--- src/rtl/ieee1500_wsp_sequencer_if.sv ---
// Host-side command/response channel of the IEEE 1500 WSP sequencer.
// master = test controller, slave = sequencer.
interface ieee1500_wsp_sequencer_if #(
    parameter int unsigned MAX_LEN = 32,
    parameter int unsigned LEN_W   = 6
);
    logic               cmd_valid;
    logic               cmd_ready;
    logic               cmd_is_wir;
    logic [LEN_W-1:0]   cmd_len;
    logic [MAX_LEN-1:0] cmd_data;
    logic               cmd_no_upd;
    logic               rsp_valid;
    logic               rsp_ready;
    logic [MAX_LEN-1:0] rsp_data;
    logic               rsp_err;

    modport master (
        output cmd_valid, cmd_is_wir, cmd_len, cmd_data, cmd_no_upd, rsp_ready,
        input  cmd_ready, rsp_valid, rsp_data, rsp_err
    );

    modport slave (
        input  cmd_valid, cmd_is_wir, cmd_len, cmd_data, cmd_no_upd, rsp_ready,
        output cmd_ready, rsp_valid, rsp_data, rsp_err
    );
endinterface

--- src/rtl/ieee1500_wsp_sequencer.sv ---
// Turns host WIR/WDR scan commands into a WSP select/capture/shift/update sequence
// and returns the WSO bits collected during shift.
module ieee1500_wsp_sequencer #(
    parameter int unsigned MAX_LEN = 32,
    parameter int unsigned LEN_W   = 6
) (
    input  logic                          wrck,
    input  logic                          wrstn,
    ieee1500_wsp_sequencer_if.slave       host,
    output logic                          selectwir,
    output logic                          capturewir,
    output logic                          shiftwir,
    output logic                          updatewir,
    output logic                          selectwdr,
    output logic                          capturewdr,
    output logic                          shiftwdr,
    output logic                          updatewdr,
    output logic                          wsi,
    input  logic                          wso
);

    localparam int unsigned IdxW = (MAX_LEN > 1) ? $clog2(MAX_LEN) : 1;

    // Control vector layout: {select, capture, shift, update}
    localparam logic [3:0] CtlOff     = 4'b0000;
    localparam logic [3:0] CtlCapture = 4'b1100;
    localparam logic [3:0] CtlShift   = 4'b1010;
    localparam logic [3:0] CtlUpdate  = 4'b1001;

    typedef enum logic [2:0] {StIdle, StCapture, StShift, StUpdate, StResp} state_e;

    state_e             state_q;
    logic               cmd_ready_q;
    logic               rsp_valid_q;
    logic               rsp_err_q;
    logic [MAX_LEN-1:0] rsp_data_q;
    logic [3:0]         wir_ctl_q;
    logic [3:0]         wdr_ctl_q;
    logic               wsi_q;
    logic               is_wir_q;
    logic               no_upd_q;
    logic [LEN_W-1:0]   len_q;
    logic [LEN_W-1:0]   cnt_q;
    logic [MAX_LEN-1:0] data_q;
    logic               len_bad;

    assign len_bad = (host.cmd_len == '0) || (host.cmd_len > LEN_W'(MAX_LEN));

    // Every WSP pin comes straight from a flop, so the wrapper never sees a decode glitch.
    always_ff @(posedge wrck or negedge wrstn) begin
        if (!wrstn) begin
            state_q     <= StIdle;
            cmd_ready_q <= 1'b0;
            rsp_valid_q <= 1'b0;
            rsp_err_q   <= 1'b0;
            rsp_data_q  <= '0;
            wir_ctl_q   <= CtlOff;
            wdr_ctl_q   <= CtlOff;
            wsi_q       <= 1'b0;
            is_wir_q    <= 1'b0;
            no_upd_q    <= 1'b0;
            len_q       <= '0;
            cnt_q       <= '0;
            data_q      <= '0;
        end else begin
            unique case (state_q)
                StIdle: begin
                    cmd_ready_q <= 1'b1;
                    if (host.cmd_valid && cmd_ready_q) begin
                        cmd_ready_q <= 1'b0;
                        is_wir_q    <= host.cmd_is_wir;
                        no_upd_q    <= host.cmd_no_upd;
                        len_q       <= host.cmd_len;
                        data_q      <= host.cmd_data;
                        cnt_q       <= '0;
                        rsp_data_q  <= '0;
                        if (len_bad) begin
                            state_q     <= StResp;
                            rsp_valid_q <= 1'b1;
                            rsp_err_q   <= 1'b1;
                        end else begin
                            state_q <= StCapture;
                            if (host.cmd_is_wir) wir_ctl_q <= CtlCapture;
                            else                 wdr_ctl_q <= CtlCapture;
                        end
                    end
                end
                StCapture: begin
                    state_q <= StShift;
                    if (is_wir_q) wir_ctl_q <= CtlShift;
                    else          wdr_ctl_q <= CtlShift;
                    wsi_q  <= data_q[0];
                    data_q <= data_q >> 1;
                end
                StShift: begin
                    rsp_data_q[cnt_q[IdxW-1:0]] <= wso;
                    cnt_q <= cnt_q + LEN_W'(1);
                    if (cnt_q == len_q - LEN_W'(1)) begin
                        wsi_q <= 1'b0;
                        if (no_upd_q) begin
                            state_q     <= StResp;
                            wir_ctl_q   <= CtlOff;
                            wdr_ctl_q   <= CtlOff;
                            rsp_valid_q <= 1'b1;
                        end else begin
                            state_q <= StUpdate;
                            if (is_wir_q) wir_ctl_q <= CtlUpdate;
                            else          wdr_ctl_q <= CtlUpdate;
                        end
                    end else begin
                        wsi_q  <= data_q[0];
                        data_q <= data_q >> 1;
                    end
                end
                StUpdate: begin
                    state_q     <= StResp;
                    wir_ctl_q   <= CtlOff;
                    wdr_ctl_q   <= CtlOff;
                    rsp_valid_q <= 1'b1;
                end
                StResp: begin
                    if (host.rsp_ready) begin
                        state_q     <= StIdle;
                        rsp_valid_q <= 1'b0;
                        rsp_err_q   <= 1'b0;
                        cmd_ready_q <= 1'b1;
                    end
                end
                default: state_q <= StIdle;
            endcase
        end
    end

    assign host.cmd_ready = cmd_ready_q;
    assign host.rsp_valid = rsp_valid_q;
    assign host.rsp_err   = rsp_err_q;
    assign host.rsp_data  = rsp_data_q;

    assign {selectwir, capturewir, shiftwir, updatewir} = wir_ctl_q;
    assign {selectwdr, capturewdr, shiftwdr, updatewdr} = wdr_ctl_q;
    assign wsi = wsi_q;

endmodule

--- src/flat_wrapper.sv ---
// flat-port wrapper written by rule: the top's interface ports become plain ports
module ieee1500_wsp_sequencer_flat 
#(
    parameter int unsigned MAX_LEN = 32,
    parameter int unsigned LEN_W   = 6
)
  (wrck, wrstn, selectwir, capturewir, shiftwir, updatewir, selectwdr, capturewdr, shiftwdr, updatewdr, wsi, wso, host_cmd_valid, host_cmd_is_wir, host_cmd_len, host_cmd_data, host_cmd_no_upd, host_rsp_ready, host_cmd_ready, host_rsp_valid, host_rsp_data, host_rsp_err);
  ieee1500_wsp_sequencer_if #(.MAX_LEN(MAX_LEN), .LEN_W(LEN_W)) host_i ();
  input  logic wrck;
  input  logic wrstn;
  output logic selectwir;
  output logic capturewir;
  output logic shiftwir;
  output logic updatewir;
  output logic selectwdr;
  output logic capturewdr;
  output logic shiftwdr;
  output logic updatewdr;
  output logic wsi;
  input  logic wso;
  input wire logic [$bits(host_i.cmd_valid)-1:0] host_cmd_valid;
  input wire logic [$bits(host_i.cmd_is_wir)-1:0] host_cmd_is_wir;
  input wire logic [$bits(host_i.cmd_len)-1:0] host_cmd_len;
  input wire logic [$bits(host_i.cmd_data)-1:0] host_cmd_data;
  input wire logic [$bits(host_i.cmd_no_upd)-1:0] host_cmd_no_upd;
  input wire logic [$bits(host_i.rsp_ready)-1:0] host_rsp_ready;
  output wire logic [$bits(host_i.cmd_ready)-1:0] host_cmd_ready;
  output wire logic [$bits(host_i.rsp_valid)-1:0] host_rsp_valid;
  output wire logic [$bits(host_i.rsp_data)-1:0] host_rsp_data;
  output wire logic [$bits(host_i.rsp_err)-1:0] host_rsp_err;
  assign host_i.cmd_valid = host_cmd_valid;
  assign host_i.cmd_is_wir = host_cmd_is_wir;
  assign host_i.cmd_len = host_cmd_len;
  assign host_i.cmd_data = host_cmd_data;
  assign host_i.cmd_no_upd = host_cmd_no_upd;
  assign host_i.rsp_ready = host_rsp_ready;
  assign host_cmd_ready = host_i.cmd_ready;
  assign host_rsp_valid = host_i.rsp_valid;
  assign host_rsp_data = host_i.rsp_data;
  assign host_rsp_err = host_i.rsp_err;
  ieee1500_wsp_sequencer #(.MAX_LEN(MAX_LEN), .LEN_W(LEN_W)) u_core (.wrck(wrck), .wrstn(wrstn), .host(host_i), .selectwir(selectwir), .capturewir(capturewir), .shiftwir(shiftwir), .updatewir(updatewir), .selectwdr(selectwdr), .capturewdr(capturewdr), .shiftwdr(shiftwdr), .updatewdr(updatewdr), .wsi(wsi), .wso(wso));
endmodule
--- config.mk ---
export PLATFORM = sky130hd
export DESIGN_NAME = ieee1500_wsp_sequencer_flat
export DESIGN_NICKNAME = d
export VERILOG_FILES = /design/src/rtl/ieee1500_wsp_sequencer_if.sv /design/src/rtl/ieee1500_wsp_sequencer.sv /design/src/flat_wrapper.sv
export SDC_FILE = /design/constraint.sdc
export NUM_CORES = 1
export LEC_CHECK = 0
export ABC_AREA = 1
export ABC_CLOCK_PERIOD_IN_PS = 2800
export CAP_MARGIN = 20
export CORE_MARGIN = 5
export CORE_UTILIZATION = 45
export CTS_BUF_LIST = sky130_fd_sc_hd__clkbuf_4
export CTS_CLUSTER_SIZE = 28
export DETAILED_ROUTE_END_ITERATION = 8
export GPL_TIMING_DRIVEN = 0
export PLACE_DENSITY = 0.67
export SYNTH_ARGS = -nofsm -noshare
export SYNTH_HDL_FRONTEND = slang
export SYNTH_SLANG_ARGS = --single-unit
export TNS_END_PERCENT = 30
--- constraint.sdc ---
create_clock -name wrck -period 2.8 [get_ports wrck]
set_input_delay 0.28 -clock wrck [delete_from_list [all_inputs] [get_ports wrck]]
set_output_delay 0.28 -clock wrck [all_outputs]
set_load 0.02 [all_outputs]
==> qor.txt, run 1 <==
=====================================================================================
Status ................................................................. complete, no violations
Pin count of the biggest net entering global routing ...................           73
Via count of the first global-routing pass .............................         4417
Via Count ..............................................................         4418
Setup clock skew after layout ..........................................    0.0131 ns
Worst slack, placed ....................................................     0.858 ns
P per Cell Area ........................................................ 1060 mW/mm^2
Total track usage ......................................................        19.6%
Cell Area, Synth ....................................................... 0.00480 sq mm
Async set-or-reset flop fraction in the synthesized netlist ............         100%
First-pass GRT wire length .............................................      20.7 mm
DP HPWL ................................................................      8.78 mm
Count of state elements after synthesis ................................           93
Number of buffers created by CTS .......................................            9
Kind of cell adding the most delay to the critical path ................ simple AND/OR/NAND/NOR gates
Compound-gate portion of the synthesized area ..........................        9.44%
Worst EP arrival .......................................................      2.27 ns
Start-to-end type of the worst setup path .............................. flip-flop to flip-flop
CP startpoint kind .....................................................    flip-flop
Number of library cell types mapped by synthesis .......................           31
Initial antenna violation count ........................................            0
Initial core utilization ...............................................        46.3%
Floorplan core area .................................................... 0.0104 sq mm
Maximum fanout count along the critical path ...........................           10
Main combinational cell family by area after synthesis ................. simple AND/OR/NAND/NOR gates
Number of nets with antenna violations after detailed routing ..........            0
Final period util ......................................................        68.5%
Peak per-stage delay on the critical path ..............................      0.42 ns
Worst Reg2Reg Path Length in Cells .....................................           10
Port Buffer Count ......................................................           87
Final hold viol count ..................................................            0
Most numerous cell on the critical path ................................      nand2_1
Reg-to-reg critical path endpoint ...................................... u_core.data_q[17]
Synth warnings .........................................................            0
Avg Vias per Cell ......................................................         5.10
Final worst path period need ...........................................      1.92 ns
Simple logic cell fraction of the synthesized area .....................        32.6%
Area added between synthesis and finish ................................        25.1%
Number of max-cap violations ...........................................            0
# nets final ...........................................................          777
Path class of the lowest-slack min-delay path .......................... input pin to asynchronous set/reset pin
Post-Synthesis Cells ...................................................          627
H-tree levels ..........................................................            3
Layout cell share with drive strength beyond 1 .........................        9.44%
Hold_ws ................................................................     0.235 ns
Adder and majority cell fraction of the synthesized area ...............        1.30%
Clock-pin slew of the registers on the worst-case setup and hold paths .      0.14 ns
TritonCTS clock tree ...................................................        built
Buffering stage count on the worst path with inverters included ........            2
Commonest register cell after synthesis ................................      dfrtp_1
Number of setup violations in the final report .........................            0
Placer Congestion ......................................................        0.872
PnR worst setup slack ..................................................     0.883 ns
Number of top-level design ports .......................................           89
Mean area per synthesized cell .........................................   7.65 sq um
Total gr overflow ......................................................            0
Final Power ............................................................      6380 uW
Register-to-register path setup slack ..................................      0.88 ns
Final Max Tran Viols ...................................................            0
Launch point of the worst reg-to-reg path .............................. u_core.len_q[0]
Reported leakage power .................................................   0.00299 uW
Highest-delay cell along the critical path .............................      dfrtp_1
Multiplexer share of the synthesized area ..............................       0.469%
Die outline height .....................................................  113 microns
Die width ..............................................................  113 microns
Number of enable-type register cells in the synthesized netlist ........            0
Setup TNS Final ........................................................         0 ns
Max Buffers Root-to-Sink ...............................................            2
Average detailed-routed wire length per instance ....................... 13.9 microns
Worst Path Required ....................................................      3.16 ns
Post-route DRC .........................................................            0
Post-synthesis xor/xnor area fraction ..................................       0.365%
Net Count, Synth .......................................................          677
Transition time at the pin with the least slew margin ..................     0.562 ns
DRT Pass-1 Iters .......................................................            4
Highest-count cells in the layout ignoring fill and taps ............... nand2_1 (258), dfrtp_1 (93), clkdlybuf4s50_1 (86)
Final routed wirelength across all metal layers ........................      12.1 mm
Area of the die ........................................................ 0.0128 sq mm
Insertion delay to the later sink of the worst-skew pair ...............      0.46 ns
Share of the yosys chip area belonging to registers ....................        48.5%
Endpoint type of the worst setup path ..................................    flip-flop
Clk sink count .........................................................           93
F_max ..................................................................      522 MHz
Root buffer cell .......................................................     clkbuf_4
Max-slew headroom ......................................................        62.5%
RSZ-0062 raised after global routing ...................................           no
DR iter-0 viols ........................................................          288
Row count ..............................................................           37
Start point of the critical path ....................................... u_core.len_q[0]
Ant. Diodes ............................................................            0
Cell-by-cell listing of the critical path .............................. inv_2, ha_1, xnor2_1, nor2_1, nand2_1, nor2_2, nand4_4, buf_2, nand3_1, nand2_1
IR Drop Worst-Case VDD .................................................     0.550 mV
Commonest non-fill, non-tap cell in the layout .........................      nand2_1
=====================================================================================
## cells by family after synthesis
| family | Yosys count |
|---|---|
| AND/OR/NAND/NOR | 374 |
| flip-flops | 93 |
| buffers and inverters | 79 |
| AO/OA/AOI/OAI | 72 |
| adder cells (fa/ha/maj) | 5 |
| XOR/XNOR | 2 |
| multiplexers | 2 |
## where the power goes
| part | switching (uW) | internal (uW) |
|---|---|---|
| sequential | 338 | 1890 |
| clock | 448 | 273 |
| combinational | 2120 | 1310 |
| total | 2910 | 3470 |
## metal layers
metal | up-vias | GRT usage [%] | share of wire, %
li1 | 2225 | - | -
met1 | 2093 | 26.3 | 47
met2 | 88 | 31.6 | 47
met3 | 12 | 3.85 | 5.1
met4 | 0 | 6.81 | 1.2
met5 | - | 0 | 0
## sequential cells by signal, summed over array words and instances (netlist names)
| name | cells |
|---|---|
| u_core.data_q | 32 |
| u_core.host.rsp_data | 32 |
| u_core.cnt_q | 6 |
| u_core.len_q | 6 |
| u_core.wdr_ctl_q | 4 |
| u_core.wir_ctl_q | 4 |
| u_core.state_q | 3 |
| u_core.host.cmd_ready | 1 |
| u_core.host.rsp_err | 1 |
| u_core.host.rsp_valid | 1 |
| u_core.is_wir_q | 1 |
| u_core.no_upd_q | 1 |
| u_core.wsi | 1 |
## cells in the mapped netlist (10+ instances only)
library cell  count  area, sq um
a32oi_1          11         96.3
a21oi_1          12         60.1
dfrtp_1          93         2330
buf_2            19         95.1
nand2_1         258          968
clkbuf_1         10         37.5
o21ai_0          19         95.1
nand3_1          57          285
inv_2            14         52.6
nor2_1           33          124
nor4_1           11         68.8
inv_1            31          116
o211ai_1         17          128
## how the worst max path moves through the flow
| stage | depth (start not counted) | endpoint | slack [ns] |
|---|---|---|---|
| floorplan | 12 | u_core.host.rsp_valid | 1.14 |
| global placement | 1 | u_core.state_q[0] | -2.03 |
| detailed placement | 11 | u_core.wir_ctl_q[2] | 0.86 |
| CTS | 10 | u_core.data_q[18] | 0.86 |
| global route | 12 | u_core.host.rsp_valid | 0.69 |
| finish | 10 | u_core.data_q[17] | 0.88 |
## per-stage QoR
step	instances	utilization [%]	cell area, sq um
after floorplan	627	-	4800
after global placement	850	56.3	5840
after detailed placement	851	56.5	5860
after CTS	867	57.9	6000
after global routing	867	57.9	6000
final	867	57.9	6000
## final cells by class
type,instances,area (sq um)
inverter,45,169
sequential,93,2330
clock buffer,10,75.1
buffer,34,181
clock inverter,5,52.6
fill,1023,4370
timing repair buffer,89,906
tap,136,170
multi-input combinational,455,2120
## repair_timing
action,CTS,global route
hold buffers,1,0
gates resized for setup,0,0
endpoints found under the hold margin,21,0
setup buffers,0,0
## worst register-to-register path, cell delays in order, from the launching register on
cell and delay (ns):
dfrtp_1 0.42, inv_2 0.11, ha_1 0.25, xnor2_1 0.13, nor2_1 0.09, nand2_1 0.07, nor2_2 0.18, nand4_4 0.17
buf_2 0.24, nand3_1 0.10, nand2_1 0.06
Note: power is estimated with default switching activity, not from simulation.
==> run 2, diff against run 1 <==
Settings changed: ABC_CLOCK_PERIOD_IN_PS 2800 to 1860.
Clock period 2.8 ns to 1.86 ns, I/O delays scaled along.
==> run 2 against run 1 <==
The run now ends with setup timing left. Global-route usage grew 0.11 points. Fmax increased by 0.14%. Die area did not move. Sequential power increased by 52%. Critical path depth shrank 4. Wire length grew 2.1%. Hold slack got worse by 0.083 ns. Power rose by 60%. Count of clock-buffer cells in the layout unchanged. Sequential share of layout area decreased by 1.2 points. Setup slack worse by 0.94 ns. Critical endpoint is now u_core.host.rsp_data[0].
==> qor.txt, run 2 (synthesized netlist as in run 1, its figures left out) <==
=====================================================================================
Status ................................................................. finished, violations left
Failing checks ......................................................... setup timing
Final worst path period need ...........................................      1.91 ns   -0.00259 ns
Path class of the lowest-slack min-delay path .......................... input pin to asynchronous set/reset pin
Transition time at the pin with the least slew margin ..................     0.597 ns   +0.0345 ns
Number of setup violations in the final report .........................           22   +22
Post-route DRC .........................................................            0   unchanged
Final period util ......................................................         103%   +34 points
Via count of the first global-routing pass .............................         4451   +0.77%
First-pass GRT wire length .............................................      20.9 mm   +0.60%
Max-slew headroom ......................................................        60.2%   -2.3 points
Via Count ..............................................................         4497   +1.8%
Total track usage ......................................................        19.7%   +0.11 points
Die width ..............................................................  113 microns   unchanged
# nets final ...........................................................          782   +0.64%
CP startpoint kind .....................................................    flip-flop
Highest-count cells in the layout ignoring fill and taps ............... nand2_1 (248), dfrtp_1 (93), clkdlybuf4s50_1 (86)
Placer Congestion ......................................................        0.872   unchanged
Final routed wirelength across all metal layers ........................      12.3 mm   +2.1%
Die outline height .....................................................  113 microns   unchanged
Start-to-end type of the worst setup path .............................. flip-flop to flip-flop
Number of nets with antenna violations after detailed routing ..........            0   unchanged
PnR worst setup slack ..................................................   -0.0548 ns   -0.937 ns
Initial core utilization ...............................................        46.3%   unchanged
Maximum fanout count along the critical path ...........................            9   -1
Worst Path Required ....................................................      2.21 ns   -0.95 ns
Reported leakage power .................................................   0.00307 uW   +2.7%
Initial antenna violation count ........................................            0   unchanged
Row count ..............................................................           37   unchanged
P per Cell Area ........................................................ 1650 mW/mm^2   +55%
Internal power .........................................................      5620 uW   +62%
Sequential power share .................................................        33.1%   -1.9 points
DP HPWL ................................................................      8.78 mm   unchanged
TritonCTS clock tree ...................................................        built
Total gr overflow ......................................................            0   unchanged
Met3 track utilization from global routing .............................        3.90%   +0.053 points
Placed Area ............................................................ 0.00586 sq mm   unchanged
Commonest non-fill, non-tap cell in the layout .........................      nand2_1
H-tree levels ..........................................................            3   unchanged
Filler Cells Inserted ..................................................          985   -3.7%
F_max ..................................................................      522 MHz   +0.14%
Part of the total power dissipated in the clock network ................        10.6%   -0.7 points
Port Buffer Count ......................................................           87   unchanged
Layout cell share with drive strength beyond 1 .........................        12.2%   +2.8 points
DRT Pass-1 Iters .......................................................            5   +1
Area of the die ........................................................ 0.0128 sq mm   unchanged
Max Buffers Root-to-Sink ...............................................            2   unchanged
Number of max-cap violations ...........................................            0   unchanged
Clk sink count .........................................................           93   unchanged
Final Max Tran Viols ...................................................            0   unchanged
Sw Ratio ...............................................................        44.9%   -0.71 points
Endpoint type of the worst setup path ..................................    flip-flop
Avg Vias per Cell ......................................................         5.16   +1.2%
Combinational Power Share ..............................................        56.3%   +2.6 points
Worst slack, placed ....................................................   -0.0449 ns   -0.903 ns
Area added between synthesis and finish ................................        29.2%
DR iter-0 viols ........................................................          319   +11%
Insertion delay to the later sink of the worst-skew pair ...............      0.45 ns   about the same
Reported net switching power ...........................................      4580 uW   +57%
Final hold viol count ..................................................            0   unchanged
Ant. Diodes ............................................................            0   unchanged
Average detailed-routed wire length per instance ....................... 14.2 microns   +1.6%
IR Drop Worst-Case VDD .................................................     0.838 mV   +52%
Pin count of the biggest net entering global routing ...................           73   unchanged
Clock-pin slew of the registers on the worst-case setup and hold paths .      0.14 ns   about the same
Setup clock skew after layout ..........................................    0.0117 ns   -0.00140 ns
Root buffer cell .......................................................     clkbuf_4
Cell area after layout ................................................. 0.00620 sq mm   +3.3%
Final Util .............................................................        59.8%   +1.9 points
Floorplan core area .................................................... 0.0104 sq mm   unchanged
Number of top-level design ports .......................................           89   unchanged
Worst EP arrival .......................................................      2.26 ns   about the same
Met2 global-route usage ................................................        31.7%   +0.039 points
Met1 routing resource usage after global routing .......................        26.4%   +0.10 points
RSZ-0062 raised after global routing ...................................          yes
Number of buffers created by CTS .......................................            9   unchanged
Layer carrying the most global-route usage .............................         met2
=====================================================================================
-- run 2: power by group through the flow --
stage | clock, uW | sequential (uW) | combinational, uW
4_1_cts | 1120 | 3350 | 5260
3_5_place_dp | 0 | 3390 | 5180
6_report | 1080 | 3380 | 5740
5_1_grt | 1210 | 3480 | 6410
2_1_floorplan | 0 | 3690 | 3170
3_3_place_gp | 0 | 3370 | 5070
-- run 2: critical path: stages, from the launching register on --
cell      delay [ns]
dfrtp_1         0.48
inv_1           0.13
ha_1            0.14
clkbuf_1        0.44
inv_1           0.17
nor4_1          0.36
nor2_1          0.09
-- run 2: cell type report --
cell class                 count  area, sq um  share of cell area [%]
tap                          136          170                    2.75
inverter                      45          169                    2.73
clock buffer                  10         75.1                    1.21
sequential                    93         2330                    37.6
clock inverter                 5         52.6                   0.848
timing repair buffer          96         1010                    16.3
buffer                        32          204                    3.29
multi-input combinational    455         2190                    35.3
-- run 2: through the flow --
stage          cells  TNS (ns)  power, uW  hold WS [ns]
4_1_cts          868         0       9730         0.141
6_report         872    -0.305      10200         0.152
3_5_place_dp     851    -0.810       8570         0.104
2_1_floorplan    627         0       6860        -0.110
3_3_place_gp     850   -266.68       8440         0.453
5_1_grt          872     -5.31      11100         0.182
-- run 2: routing by layer --
layer,routed length [microns],share of wire [%]
met1,5690,46
met2,5820,47
met3,636,5.2
met4,202,1.6
met5,0,0
-- run 2: path summary, 6_finish.rpt --
kind / start / to / slack, ns / cells after the start
setup / recovery: u_core.cnt_q[1] / u_core.host.rsp_data[0] / -0.05 / 6
min in group wrck: wso / u_core.host.rsp_data[1] / 0.20 / 3
max in group asynchronous: wrstn / u_core.wdr_ctl_q[0] / 1.07 / 3
hold reg to reg: u_core.data_q[7] / u_core.data_q[7] / 0.49 / 2
setup reg to reg: u_core.cnt_q[1] / u_core.host.rsp_data[0] / -0.05 / 6
hold / removal: wrstn / u_core.data_q[9] / 0.15 / 2
-- run 2: repair_timing --
item                                    in CTS  in global routing
buffers inserted                             2                  1
cloned                                       0                  4
hold endpoints to repair                    82                  0
gates resized for setup                      7                 20
endpoints found under the setup margin      41                 53
hold buffers                                 1                  0
pin swaps                                    2                  6
